### config.mk
export PLATFORM = sky130hd
export DESIGN_NAME = eco32f_div_arb
export DESIGN_NICKNAME = d
export VERILOG_FILES = /design/src/rtl/eco32f_pkg.sv /design/src/rtl/eco32f_div_core.sv /design/src/rtl/eco32f_div_arb.sv
export SDC_FILE = /design/constraint.sdc
export NUM_CORES = 1
export LEC_CHECK = 0
export ABC_AREA = 1
export CAP_MARGIN = 25
export CORE_MARGIN = 2
export CORE_UTILIZATION = 51
export CTS_BUF_LIST = sky130_fd_sc_hd__clkbuf_8 sky130_fd_sc_hd__clkbuf_16
export DETAILED_ROUTE_END_ITERATION = 10
export PLACE_DENSITY_LB_ADDON = 0.15
export SETUP_SLACK_MARGIN = 0.2
export SLEW_MARGIN = 20
export SYNTH_ARGS = -nofsm -noshare
export SYNTH_HDL_FRONTEND = slang
export SYNTH_SLANG_ARGS = --single-unit
### constraint.sdc
create_clock -name clk_i -period 2.5 [get_ports clk_i]
set_input_delay 0.5 -clock clk_i [delete_from_list [all_inputs] [get_ports clk_i]]
set_output_delay 0.5 -clock clk_i [all_outputs]
set_load 0.005 [all_outputs]
### src/rtl/eco32f_pkg.sv
// Shared constants for the eco32f divider slice: FSM state codes and iteration count.
package eco32f_pkg;

  localparam int DIV_ITER = 32;

  typedef logic [1:0] state_t;

  localparam state_t S_IDLE = 2'd0;
  localparam state_t S_RUN  = 2'd1;
  localparam state_t S_FIX  = 2'd2;
  localparam state_t S_DONE = 2'd3;

  function automatic logic [31:0] neg32(input logic [31:0] v);
    return ~v + 32'd1;
  endfunction

endpackage

### src/rtl/eco32f_div_core.sv
// Datapath of the shared restoring divider: operand magnitudes, subtract-shift step and sign fix.
module eco32f_div_core
  import eco32f_pkg::*;
(
  input  logic        clk_i,
  input  logic        rst_ni,
  input  logic        load_i,
  input  logic        step_i,
  input  logic        fix_i,
  input  logic        zero_res_i,
  input  logic        signed_i,
  input  logic        op_rem_i,
  input  logic [31:0] x_i,
  input  logic [31:0] y_i,
  output logic [31:0] result_o
);

  logic [31:0] n_q, n_d, r_q, r_d, d_q, d_d, res_q, res_d;
  logic        neg_q, neg_d, rem_q, rem_d;
  logic [32:0] diff;
  logic [31:0] mag;

  // n shifts quotient bits in from the right while the dividend drains out of its top bit.
  always_comb begin
    n_d   = n_q;
    r_d   = r_q;
    d_d   = d_q;
    neg_d = neg_q;
    rem_d = rem_q;
    res_d = res_q;
    diff  = {1'b0, r_q[30:0], n_q[31]} - {1'b0, d_q};
    mag   = rem_q ? r_q : n_q;
    if (load_i) begin
      n_d   = (signed_i && x_i[31]) ? neg32(x_i) : x_i;
      d_d   = (signed_i && y_i[31]) ? neg32(y_i) : y_i;
      neg_d = signed_i & (op_rem_i ? x_i[31] : (x_i[31] ^ y_i[31]));
      rem_d = op_rem_i;
      r_d   = '0;
    end else if (step_i) begin
      if (!diff[32]) begin
        r_d = diff[31:0];
        n_d = {n_q[30:0], 1'b1};
      end else begin
        r_d = {r_q[30:0], n_q[31]};
        n_d = {n_q[30:0], 1'b0};
      end
    end
    if (fix_i) begin
      res_d = zero_res_i ? '0 : (neg_q ? neg32(mag) : mag);
    end
  end

  always_ff @(posedge clk_i) begin
    if (!rst_ni) begin
      n_q   <= '0;
      r_q   <= '0;
      d_q   <= '0;
      neg_q <= 1'b0;
      rem_q <= 1'b0;
      res_q <= '0;
    end else begin
      n_q   <= n_d;
      r_q   <= r_d;
      d_q   <= d_d;
      neg_q <= neg_d;
      rem_q <= rem_d;
      res_q <= res_d;
    end
  end

  assign result_o = res_q;

endmodule

### src/rtl/eco32f_div_arb.sv
// Round-robin arbiter and sequencer sharing one serial divider between the pipeline (port 0) and a secondary master (port 1).
// Build option ECO32F_DIV_ZERO_TRAP_EN: a zero divisor skips the iterations and reports div_by_zero with a zero result.
module eco32f_div_arb
  import eco32f_pkg::*;
(
  input  logic        clk_i,
  input  logic        rst_ni,
  input  logic        req0_i,
  input  logic        req1_i,
  input  logic        op_rem0_i,
  input  logic        op_rem1_i,
  input  logic        signed0_i,
  input  logic        signed1_i,
  input  logic [31:0] x0_i,
  input  logic [31:0] y0_i,
  input  logic [31:0] x1_i,
  input  logic [31:0] y1_i,
  input  logic        flush0_i,
  output logic        gnt0_o,
  output logic        gnt1_o,
  output logic        done0_o,
  output logic        done1_o,
  output logic [31:0] result_o,
  output logic        div_by_zero_o,
  output logic        busy_o
);

  state_t      state_q, state_d;
  logic [5:0]  cnt_q, cnt_d;
  logic        own_q, own_d, last_q, last_d;
  logic        gnt0_q, gnt0_d, gnt1_q, gnt1_d;
  logic        done0_q, done0_d, done1_q, done1_d;
  logic        req0Eff, win1, flushHit, loadEn, stepEn, fixEn, zeroRes;
  logic [31:0] xSel, ySel;
  logic        signedSel, opRemSel;

`ifdef ECO32F_DIV_ZERO_TRAP_EN
  logic dz_q, dz_d, dzOut_q;
  assign zeroRes       = dz_q;
  assign div_by_zero_o = dzOut_q;
`else
  assign zeroRes       = 1'b0;
  assign div_by_zero_o = 1'b0;
`endif

  // last_q == 0 means port 0 was granted last, so a tie goes to port 1.
  assign req0Eff   = req0_i & ~flush0_i;
  assign win1      = req1_i & (~req0Eff | ~last_q);
  assign xSel      = win1 ? x1_i : x0_i;
  assign ySel      = win1 ? y1_i : y0_i;
  assign signedSel = win1 ? signed1_i : signed0_i;
  assign opRemSel  = win1 ? op_rem1_i : op_rem0_i;
  assign flushHit  = flush0_i & gnt0_q & (state_q != S_IDLE);

  always_comb begin
    state_d = state_q;
    cnt_d   = cnt_q;
    own_d   = own_q;
    last_d  = last_q;
    gnt0_d  = gnt0_q;
    gnt1_d  = gnt1_q;
    done0_d = 1'b0;
    done1_d = 1'b0;
    loadEn  = 1'b0;
    stepEn  = 1'b0;
    fixEn   = 1'b0;
`ifdef ECO32F_DIV_ZERO_TRAP_EN
    dz_d    = dz_q;
`endif
    case (state_q)
      S_IDLE: begin
        if (req0Eff || req1_i) begin
          loadEn  = 1'b1;
          own_d   = win1;
          gnt0_d  = ~win1;
          gnt1_d  = win1;
          cnt_d   = 6'(DIV_ITER);
          state_d = S_RUN;
`ifdef ECO32F_DIV_ZERO_TRAP_EN
          dz_d = (ySel == '0);
          if (ySel == '0) state_d = S_FIX;
`endif
        end
      end
      S_RUN: begin
        stepEn = 1'b1;
        cnt_d  = cnt_q - 6'd1;
        if (cnt_q == 6'd1) state_d = S_FIX;
      end
      S_FIX: begin
        fixEn   = 1'b1;
        done0_d = ~own_q;
        done1_d = own_q;
        state_d = S_DONE;
      end
      default: begin
        gnt0_d  = 1'b0;
        gnt1_d  = 1'b0;
        last_d  = own_q;
        state_d = S_IDLE;
      end
    endcase
    // A pipeline flush abandons port 0's operation without a done pulse.
    if (flushHit) begin
      state_d = S_IDLE;
      gnt0_d  = 1'b0;
      last_d  = 1'b0;
      stepEn  = 1'b0;
      fixEn   = 1'b0;
      done0_d = 1'b0;
    end
  end

  always_ff @(posedge clk_i) begin
    if (!rst_ni) begin
      state_q <= S_IDLE;
      cnt_q   <= '0;
      own_q   <= 1'b0;
      last_q  <= 1'b0;
      gnt0_q  <= 1'b0;
      gnt1_q  <= 1'b0;
      done0_q <= 1'b0;
      done1_q <= 1'b0;
    end else begin
      state_q <= state_d;
      cnt_q   <= cnt_d;
      own_q   <= own_d;
      last_q  <= last_d;
      gnt0_q  <= gnt0_d;
      gnt1_q  <= gnt1_d;
      done0_q <= done0_d;
      done1_q <= done1_d;
    end
  end

`ifdef ECO32F_DIV_ZERO_TRAP_EN
  always_ff @(posedge clk_i) begin
    if (!rst_ni) begin
      dz_q    <= 1'b0;
      dzOut_q <= 1'b0;
    end else begin
      dz_q <= dz_d;
      if (fixEn) dzOut_q <= dz_q;
    end
  end
`endif

  eco32f_div_core u_core (
    .clk_i      (clk_i),
    .rst_ni     (rst_ni),
    .load_i     (loadEn),
    .step_i     (stepEn),
    .fix_i      (fixEn),
    .zero_res_i (zeroRes),
    .signed_i   (signedSel),
    .op_rem_i   (opRemSel),
    .x_i        (xSel),
    .y_i        (ySel),
    .result_o   (result_o)
  );

  assign gnt0_o  = gnt0_q;
  assign gnt1_o  = gnt1_q;
  assign done0_o = done0_q;
  assign done1_o = done1_q;
  assign busy_o  = (state_q != S_IDLE);

endmodule
; Yosys cells after proc, flatten, opt, wreduce, memory -nomap -nowiden
; Index checks and enable logic that the tools add are counted.
[op_classes]
reduce_logical = 17
n_eq_ne = 5
bitwise_logic = 18
muxes = 28
add_sub_neg = 5
[ops]
columns = cell, n
row1 = 2-to-1 mux 32 bit, 9
row2 = adder 32 x 1 -> 32 bit (second input constant), 3
row3 = inverter 32 bit, 3
row4 = subtractor 32 x 32 -> 33 bit, 1
row5 = 2-to-1 mux 1 bit, 12
row6 = one-hot mux 6 bit (2 select lines), 1
row7 = AND reduction 2 bit, 5
row8 = inverter 1 bit, 8
row9 = equality test 6 x 1 -> 1 bit (second input constant), 1
row10 = 2-to-1 mux 6 bit, 1
row11 = one-hot mux 2 bit (3 select lines), 1
row12 = nonzero test 2 bit, 3
row13 = OR reduction 2 bit, 3
row14 = OR reduction 3 bit, 2
row15 = subtractor 6 x 1 -> 6 bit (second input constant), 1
row16 = bitwise AND 1 bit, 5
row17 = 2-to-1 mux 2 bit, 2
row18 = != test 2 bit (second input constant), 2
row19 = one-hot mux 1 bit (2 select lines), 2
row20 = equality test 2 x 1 -> 1 bit (second input constant), 1
row21 = equality test 2 bit (second input constant), 1
row22 = logical AND 1 bit, 2
row23 = logical NOT 2 bit, 1
row24 = logical OR 1 bit, 1
row25 = 2 further kinds, 2
[totals]
input_bits = 137
out_inout_bits = 38
wordCells = 87
reg_bits = 144

; Depth between registers and ports, before layout
[logic_depth]
word_depth = 10
ltp_mapped = 19
ltp_nobuf = 18

; Hierarchy
; A second synthesis with hierarchy kept.
[hier_totals]
cells_unflattened = 2205
area_unflattened_um2 = 12374.4
[modules_own_cells]
columns = mod, seq_area_each_um2, cells_per_inst, area_per_inst_um2, n_inst
row1 = eco32f_div_core, 2602.5, 1878, 10760.3, 1
row2 = eco32f_div_arb, 280.3, 327, 1614.0, 1

; Least setup slack after synthesis
; OpenSTA, ideal clock, no wires.
[synth_timing]
path_kind = register to register
start = register u_core.n_q[31]
end = register u_core.r_q[28]
setup_ns = 0.132
n_path_buf = 1
stages_incl_launch_ff = 15
synth_period_minus_slack_ns = 2.432
t_arrival_ns = 2.300
path_slack_ns = 0.068
required_ns = 2.368
path_cell_list = dfxtp_1 -> inv_1 -> ha_1 -> fa_1 -> o21ai_1 -> a21oi_1 -> o21ai_2 -> nand2_1 -> nand2_1 -> nand2_1 -> nand2_1 -> buf_2 -> nand3_1 -> nand3_1 -> a21oi_1
[synth_via]
elab_chain_len = 2
[synth_lines]
columns = element, line
row1 = "start, declared", eco32f_div_core.sv:18  ; logic [31:0] n_q, n_d, r_q, r_d, d_q, d_d, res_q, res_d;
row2 = "start signal, assigned", eco32f_div_core.sv:62  ; n_q <= n_d;
row3 = subtractor 32 x 32 -> 33 bit, eco32f_div_core.sv:31  ; diff = {1'b0, r_q[30:0], n_q[31]} - {1'b0, d_q};
row4 = 2-to-1 mux 32 bit, eco32f_div_core.sv:40  ; if (!diff[32]) begin
row5 = "end signal, assigned", eco32f_div_core.sv:63  ; r_q <= r_d;
row6 = "end, declared", eco32f_div_core.sv:18
; No other way between the ends.
; A chain may end at the register's enable or synchronous reset.

; Worst setup path after layout
[layout_timing]
start = register last_q
end = register u_core.d_q[30]
[layout_via]
elab_chain_len = 7
word_cells_on_any_way = 9
classes_between = add/sub: 1 / mux: 3 / bitwise: 4 / reduce/logical: 1
[layout_lines]
columns = element, line
row1 = "start, declared", eco32f_div_arb.sv:30  ; logic own_q, own_d, last_q, last_d;
row2 = "start signal, assigned", eco32f_div_arb.sv:128  ; last_q <= last_d;
row3 = inverter 1 bit *, eco32f_div_arb.sv:48  ; assign win1 = req1_i & (~req0Eff | ~last_q);
row4 = OR 1 bit *, eco32f_div_arb.sv:48
row5 = bitwise AND 1 bit *, eco32f_div_arb.sv:48
row6 = 2-to-1 mux 32 bit, eco32f_div_arb.sv:50  ; assign ySel = win1 ? y1_i : y0_i;
row7 = inverter 32 bit, eco32f_pkg.sv:14  ; return ~v + 32'd1;
row8 = adder 32 x 1 -> 32 bit, eco32f_pkg.sv:14
row9 = 2-to-1 mux 32 bit *, eco32f_div_core.sv:35  ; d_d = (signed_i && y_i[31]) ? neg32(y_i) : y_i;
row10 = "end signal, assigned", eco32f_div_core.sv:57  ; d_q <= '0;
row11 = "end signal, assigned", eco32f_div_core.sv:64  ; d_q <= d_d;
row12 = "end, declared", eco32f_div_core.sv:18
; Every way passes the cells marked *; elsewhere a longest branch is shown, timed or not.

==> impl_results.rst <==
.. list-table::
   :header-rows: 1

   * - Metric
     - Value
   * - Status
     - finished clean
   * - Instance area at placement
     - 0.0156 mm²
   * - Average wire length per cell after detail routing
     - 16.9 µm
   * - CP top delay family
     - simple AND/OR/NAND/NOR gates
   * - Site row count
     - 56
   * - Dominant combinational cell family by area after synthesis
     - simple AND/OR/NAND/NOR gates
   * - Number of buffer cells added on primary ports
     - 173
   * - Critical Path End Type
     - flop
   * - Reg2Reg Capture Point
     - u_core.d_q[30]$_SDFFE_PN0P_
   * - Final critical-path required period
     - 2.40 ns
   * - Master cell of the clock root buffer
     - sky130_fd_sc_hd__clkbuf_16
   * - Synth Flop Type
     - sky130_fd_sc_hd__dfxtp_1
   * - Non-filler cells, final
     - 2783
   * - #FFs+latches synth
     - 144
   * - Finish-stage setup viols
     - 0
   * - Required arrival time at the worst endpoint
     - 2.83 ns
   * - Avg Synthesized Cell Area
     - 5.86 µm²
   * - Clock Path Buffers
     - 2
   * - Routed via count
     - 15377
   * - Max-Cap Viols
     - 0
   * - Synthesized-area fraction occupied by and/or/nand/nor cells
     - 38.6%
   * - Number of nets in the layout
     - 2630
   * - Maximum ir drop on the vdd rail
     - 0.000656 V
   * - Cell with the largest stage delay on the worst path
     - sky130_fd_sc_hd__dfxtp_4
   * - Count of final hold-check violations
     - 0
   * - Number of enable-type register cells in the synthesized netlist
     - 0
   * - Post-synthesis instance area
     - 0.0122 mm²
   * - Number of cells on the critical path
     - 16
   * - Headroom to the max-slew limit
     - 65.7%
   * - Final period utilization
     - 96.1%
   * - Number of top-level pins
     - 175
   * - Cell area power density
     - 901 mW/mm²
   * - Fraction of layout instances using a drive strength above 1
     - 25.0%
   * - Post-route cell area
     - 0.0183 mm²
   * - Commonest cells after routing, fill and taps aside
     - 607 x sky130_fd_sc_hd__nand2_1, 241 x sky130_fd_sc_hd__inv_1, 209 x sky130_fd_sc_hd__buf_4
   * - # DRC
     - 0
   * - Static leakage
     - 8.38 nW
   * - Final Core Density
     - 78.0%
   * - Core area
     - 0.0235 mm²
   * - Max Clock Freq
     - 416 MHz
   * - Synthesized-area fraction occupied by ao, oa, aoi and oai cells
     - 17.3%
   * - Min-delay worst type
     - reg2reg
   * - Slew Limit Fails
     - 0
   * - Transition at the pin with the smallest max-transition slack
     - 0.515 ns
   * - Async SR Flop Fraction
     - 0%
   * - Setup tns final
     - 0 ns
   * - Number of DRC markers after the initial detailed-route iteration
     - 1392
   * - GR Util All Layers
     - 34.2%
   * - CP Class
     - reg2reg
   * - Count of buffer and inverter cells on the critical path
     - 2
   * - Clock network power share
     - 16.6%
   * - Most frequent cell on the critical path
     - sky130_fd_sc_hd__nand3_2
   * - Routed wire length
     - 47000 µm
   * - Synth Net Count
     - 2264
   * - Xor and xnor area share after synthesis
     - 4.16%
   * - Die span in x
     - 159 µm
   * - Post-route worst hold slack
     - 0.456 ns
   * - Critical Path, Cell by Cell
     - nand3_4 > buf_12 > nand2_8 > buf_16 > nand2_4 > o21ai_4 > ha_4 > nand3_4 > nor2_4 > nand3_2 > nand2_2 > nand2_4 > a21oi_4 > nand3_2 > nand3_2 > nand2_1
   * - Detail Route Antenna Nets
     - 0
   * - Layout overhead on the synthesized area
     - 50.0%
   * - Cts bufs inserted
     - 17
   * - Net Switching
     - 7.64 mW
   * - Via count of the first global-routing pass
     - 13915
   * - Clock slew at reported path FFs
     - 0.07 ns
   * - Fraction of the mapped netlist area in adder cells
     - 4.37%
   * - Critical Path AT
     - 2.74 ns
   * - Most common cell after layout, fill and taps aside
     - sky130_fd_sc_hd__nand2_1
   * - Maximum number of pins on one net before global-route repair
     - 46
   * - Clk_skew
     - 0.0113 ns
   * - Reg-to-reg setup timing slack
     - 0.1 ns
   * - Register share of total power
     - 21.3%
   * - CTS tree
     - built
   * - CP max FO
     - 8
   * - Area of the die
     - 0.0252 mm²
   * - Fraction of power consumed by combinational cells
     - 62.1%
   * - Via density per instance
     - 5.53
   * - Clock Latency Late Sink
     - 0.44 ns
   * - CTS H-tree lvls
     - 4
   * - Number of antenna violations at the first check in global routing
     - 0
   * - Cell count after placement
     - 2697
   * - Worst setup SP type
     - flop
   * - Number of cells traversed by the worst register-to-register path
     - 16
   * - Remaining global-route overflow
     - 0
   * - Total inserted antenna cells
     - 0
   * - Startpoint of the worst-slack reg-to-reg timing path
     - last_q$_SDFFE_PP0N_
   * - Total internal power
     - 8.86 mW
   * - Number of inserted filler cells in the final layout
     - 1746
   * - Starting utilization of the core area
     - 52.0%
   * - Router iterations before antenna repair
     - 5
   * - Count of yosys warnings during synthesis
     - 0
   * - Sequential fraction of the synthesis area
     - 23.6%
   * - Timing endpoint of the critical path
     - u_core.d_q[30]$_SDFFE_PN0P_
   * - Switching power share of the total
     - 46.3%
   * - Number of unique standard cell types used by synthesis
     - 53
   * - Proportion of synthesized area in mux cells
     - 0.277%
   * - DPL Wire Length
     - 34000 µm
   * - Setup repair after global routing missed its margin
     - true
   * - Beginning of the critical path
     - last_q$_SDFFE_PP0N_
   * - Cell count after synthesis
     - 2085
   * - First-pass GRT wire length
     - 69900 µm
   * - Count of clock tree sinks
     - 144
   * - Vert. Die Dim
     - 159 µm
   * - CP max stage delay
     - 0.37 ns
   * - Final Wtd Congestion
     - 0.974
-- synthesized netlist by cell type (2+ instances only) --
cell type,instances,area (µm²)
sky130_fd_sc_hd__a21o_1,9,67.6
sky130_fd_sc_hd__inv_2,6,22.5
sky130_fd_sc_hd__a31o_2,2,17.5
sky130_fd_sc_hd__buf_1,9,33.8
sky130_fd_sc_hd__and2_1,4,25.0
sky130_fd_sc_hd__a211oi_1,3,22.5
sky130_fd_sc_hd__nor2_4,3,33.8
sky130_fd_sc_hd__nand3_1,174,871
sky130_fd_sc_hd__clkbuf_1,45,169
sky130_fd_sc_hd__o21ai_0,110,551
sky130_fd_sc_hd__nand4_1,16,100
sky130_fd_sc_hd__dfxtp_1,144,2880
sky130_fd_sc_hd__nor3b_1,2,15.0
sky130_fd_sc_hd__nor2_1,141,529
sky130_fd_sc_hd__ha_1,41,513
sky130_fd_sc_hd__a31oi_1,3,18.8
sky130_fd_sc_hd__xor2_1,34,298
sky130_fd_sc_hd__buf_2,16,80.1
sky130_fd_sc_hd__inv_1,256,961
sky130_fd_sc_hd__o211ai_1,5,37.5
sky130_fd_sc_hd__nand3_2,3,30.0
sky130_fd_sc_hd__nand2_2,7,43.8
sky130_fd_sc_hd__nor4_1,4,25.0
sky130_fd_sc_hd__o21ai_2,15,131
sky130_fd_sc_hd__buf_6,7,78.8
sky130_fd_sc_hd__o21ai_1,42,210
sky130_fd_sc_hd__mux2i_1,2,20.0
sky130_fd_sc_hd__or2_1,2,12.5
sky130_fd_sc_hd__xnor2_1,24,210
sky130_fd_sc_hd__buf_4,6,45.0
sky130_fd_sc_hd__nor2_2,13,81.3
sky130_fd_sc_hd__or2_2,7,43.8
sky130_fd_sc_hd__o22ai_1,10,62.6
sky130_fd_sc_hd__a21oi_1,172,861
sky130_fd_sc_hd__nand3b_1,30,225
sky130_fd_sc_hd__o21a_1,7,52.6
sky130_fd_sc_hd__nand2_1,672,2520
sky130_fd_sc_hd__a21boi_0,3,22.5
sky130_fd_sc_hd__nor3_1,21,105
sky130_fd_sc_hd__o21bai_1,2,15.0
-- worst min-delay path by stage --
stage,from,endpoint,slack (ns),cells past startpoint
after detailed placement,u_core.d_q[26]$_SDFFE_PN0P_,u_core.d_q[26]$_SDFFE_PN0P_,0.45,2
after floorplan,own_q$_SDFFE_PN0P_,done0_o$_SDFF_PP0_,0.41,1
after CTS,u_core.d_q[25]$_SDFFE_PN0P_,u_core.d_q[25]$_SDFFE_PN0P_,0.45,2
after global routing,u_core.d_q[25]$_SDFFE_PN0P_,u_core.d_q[25]$_SDFFE_PN0P_,0.48,2
after global placement,u_core.d_q[28]$_SDFFE_PN0P_,u_core.d_q[28]$_SDFFE_PN0P_,0.44,2
final,u_core.d_q[25]$_SDFFE_PN0P_,u_core.d_q[25]$_SDFFE_PN0P_,0.46,2
-- repair_timing --
action                     4_1_cts  5_1_grt
buffers inserted                14       28
hold buffers                     0        0
setup endpoints to repair       98      101
resized for setup               92      322
gates cloned                     6        6
pin swaps                       22       86
-- metal layers --
layer,track usage [%],routed length (µm),vias to the layer above
met5,0,0,-
met4,14.1,2020,0
met2,57.0,22200,698
li1,-,-,7457
met3,4.18,2970,133
met1,44.7,19800,7089
-- worst register-to-register path: cells and delay by family, from the launching register on --
kind                       cells  cell delay [ns]
AOI/OAI and AO/OA              2             0.25
adders and majority gates      1             0.21
buffers and inverters          2             0.34
DFF                            1             0.37
and+or+nand+nor               11             1.14
-- registers in the layout, summed over array words and instances, names as in the netlist --
register and cells:
cnt_q 6, done0_o 1, done1_o 1, gnt0_o 1, gnt1_o 1, last_q 1, own_q 1, state_q 2
u_core.d_q 32, u_core.n_q 32, u_core.neg_q 1, u_core.r_q 32, u_core.rem_q 1, u_core.result_o 32
-- power groups by stage --
stage / Clock, mW / Combinational (mW) / Sequential, mW
final: 2.74 / 10.3 / 3.51
after floorplan: 0 / 5.32 / 3.35
after global placement: 0 / 8.29 / 3.45
after CTS: 2.73 / 8.91 / 3.46
after global routing: 2.84 / 11.1 / 3.59
after detailed placement: 0 / 8.42 / 3.48
-- through the flow --
stage                     worst slack, ns  power [mW]
final                              0.0963        16.5
after global routing              0.00347        17.6
after CTS                           0.144        15.1
after detailed placement           -0.555        11.9
after global placement             -0.598        11.7
after floorplan                     0.208        8.67
-- cell type report --
class | instances | area (µm²) | area share (%)
sequential | 144 | 2890 | 15.8
tap | 319 | 399 | 2.18
timing repair buffer | 430 | 4120 | 22.5
clock inverter | 14 | 178 | 0.970
clock buffer | 18 | 439 | 2.40
inverter | 262 | 988 | 5.40
multi-input combinational | 1596 | 9290 | 50.7
-- kinds of logic (layout without fill, tap and decap cells) --
family	Yosys count	in the layout
and+or+nand+nor	1102	1104
AOI/OAI and AO/OA	388	388
buffers and inverters	347	724
xor gates and xnor gates	58	58
adders and majority gates	42	42
muxes	3	3
other	1	1
DFF	144	144
(Power assumes the default switching activity.)
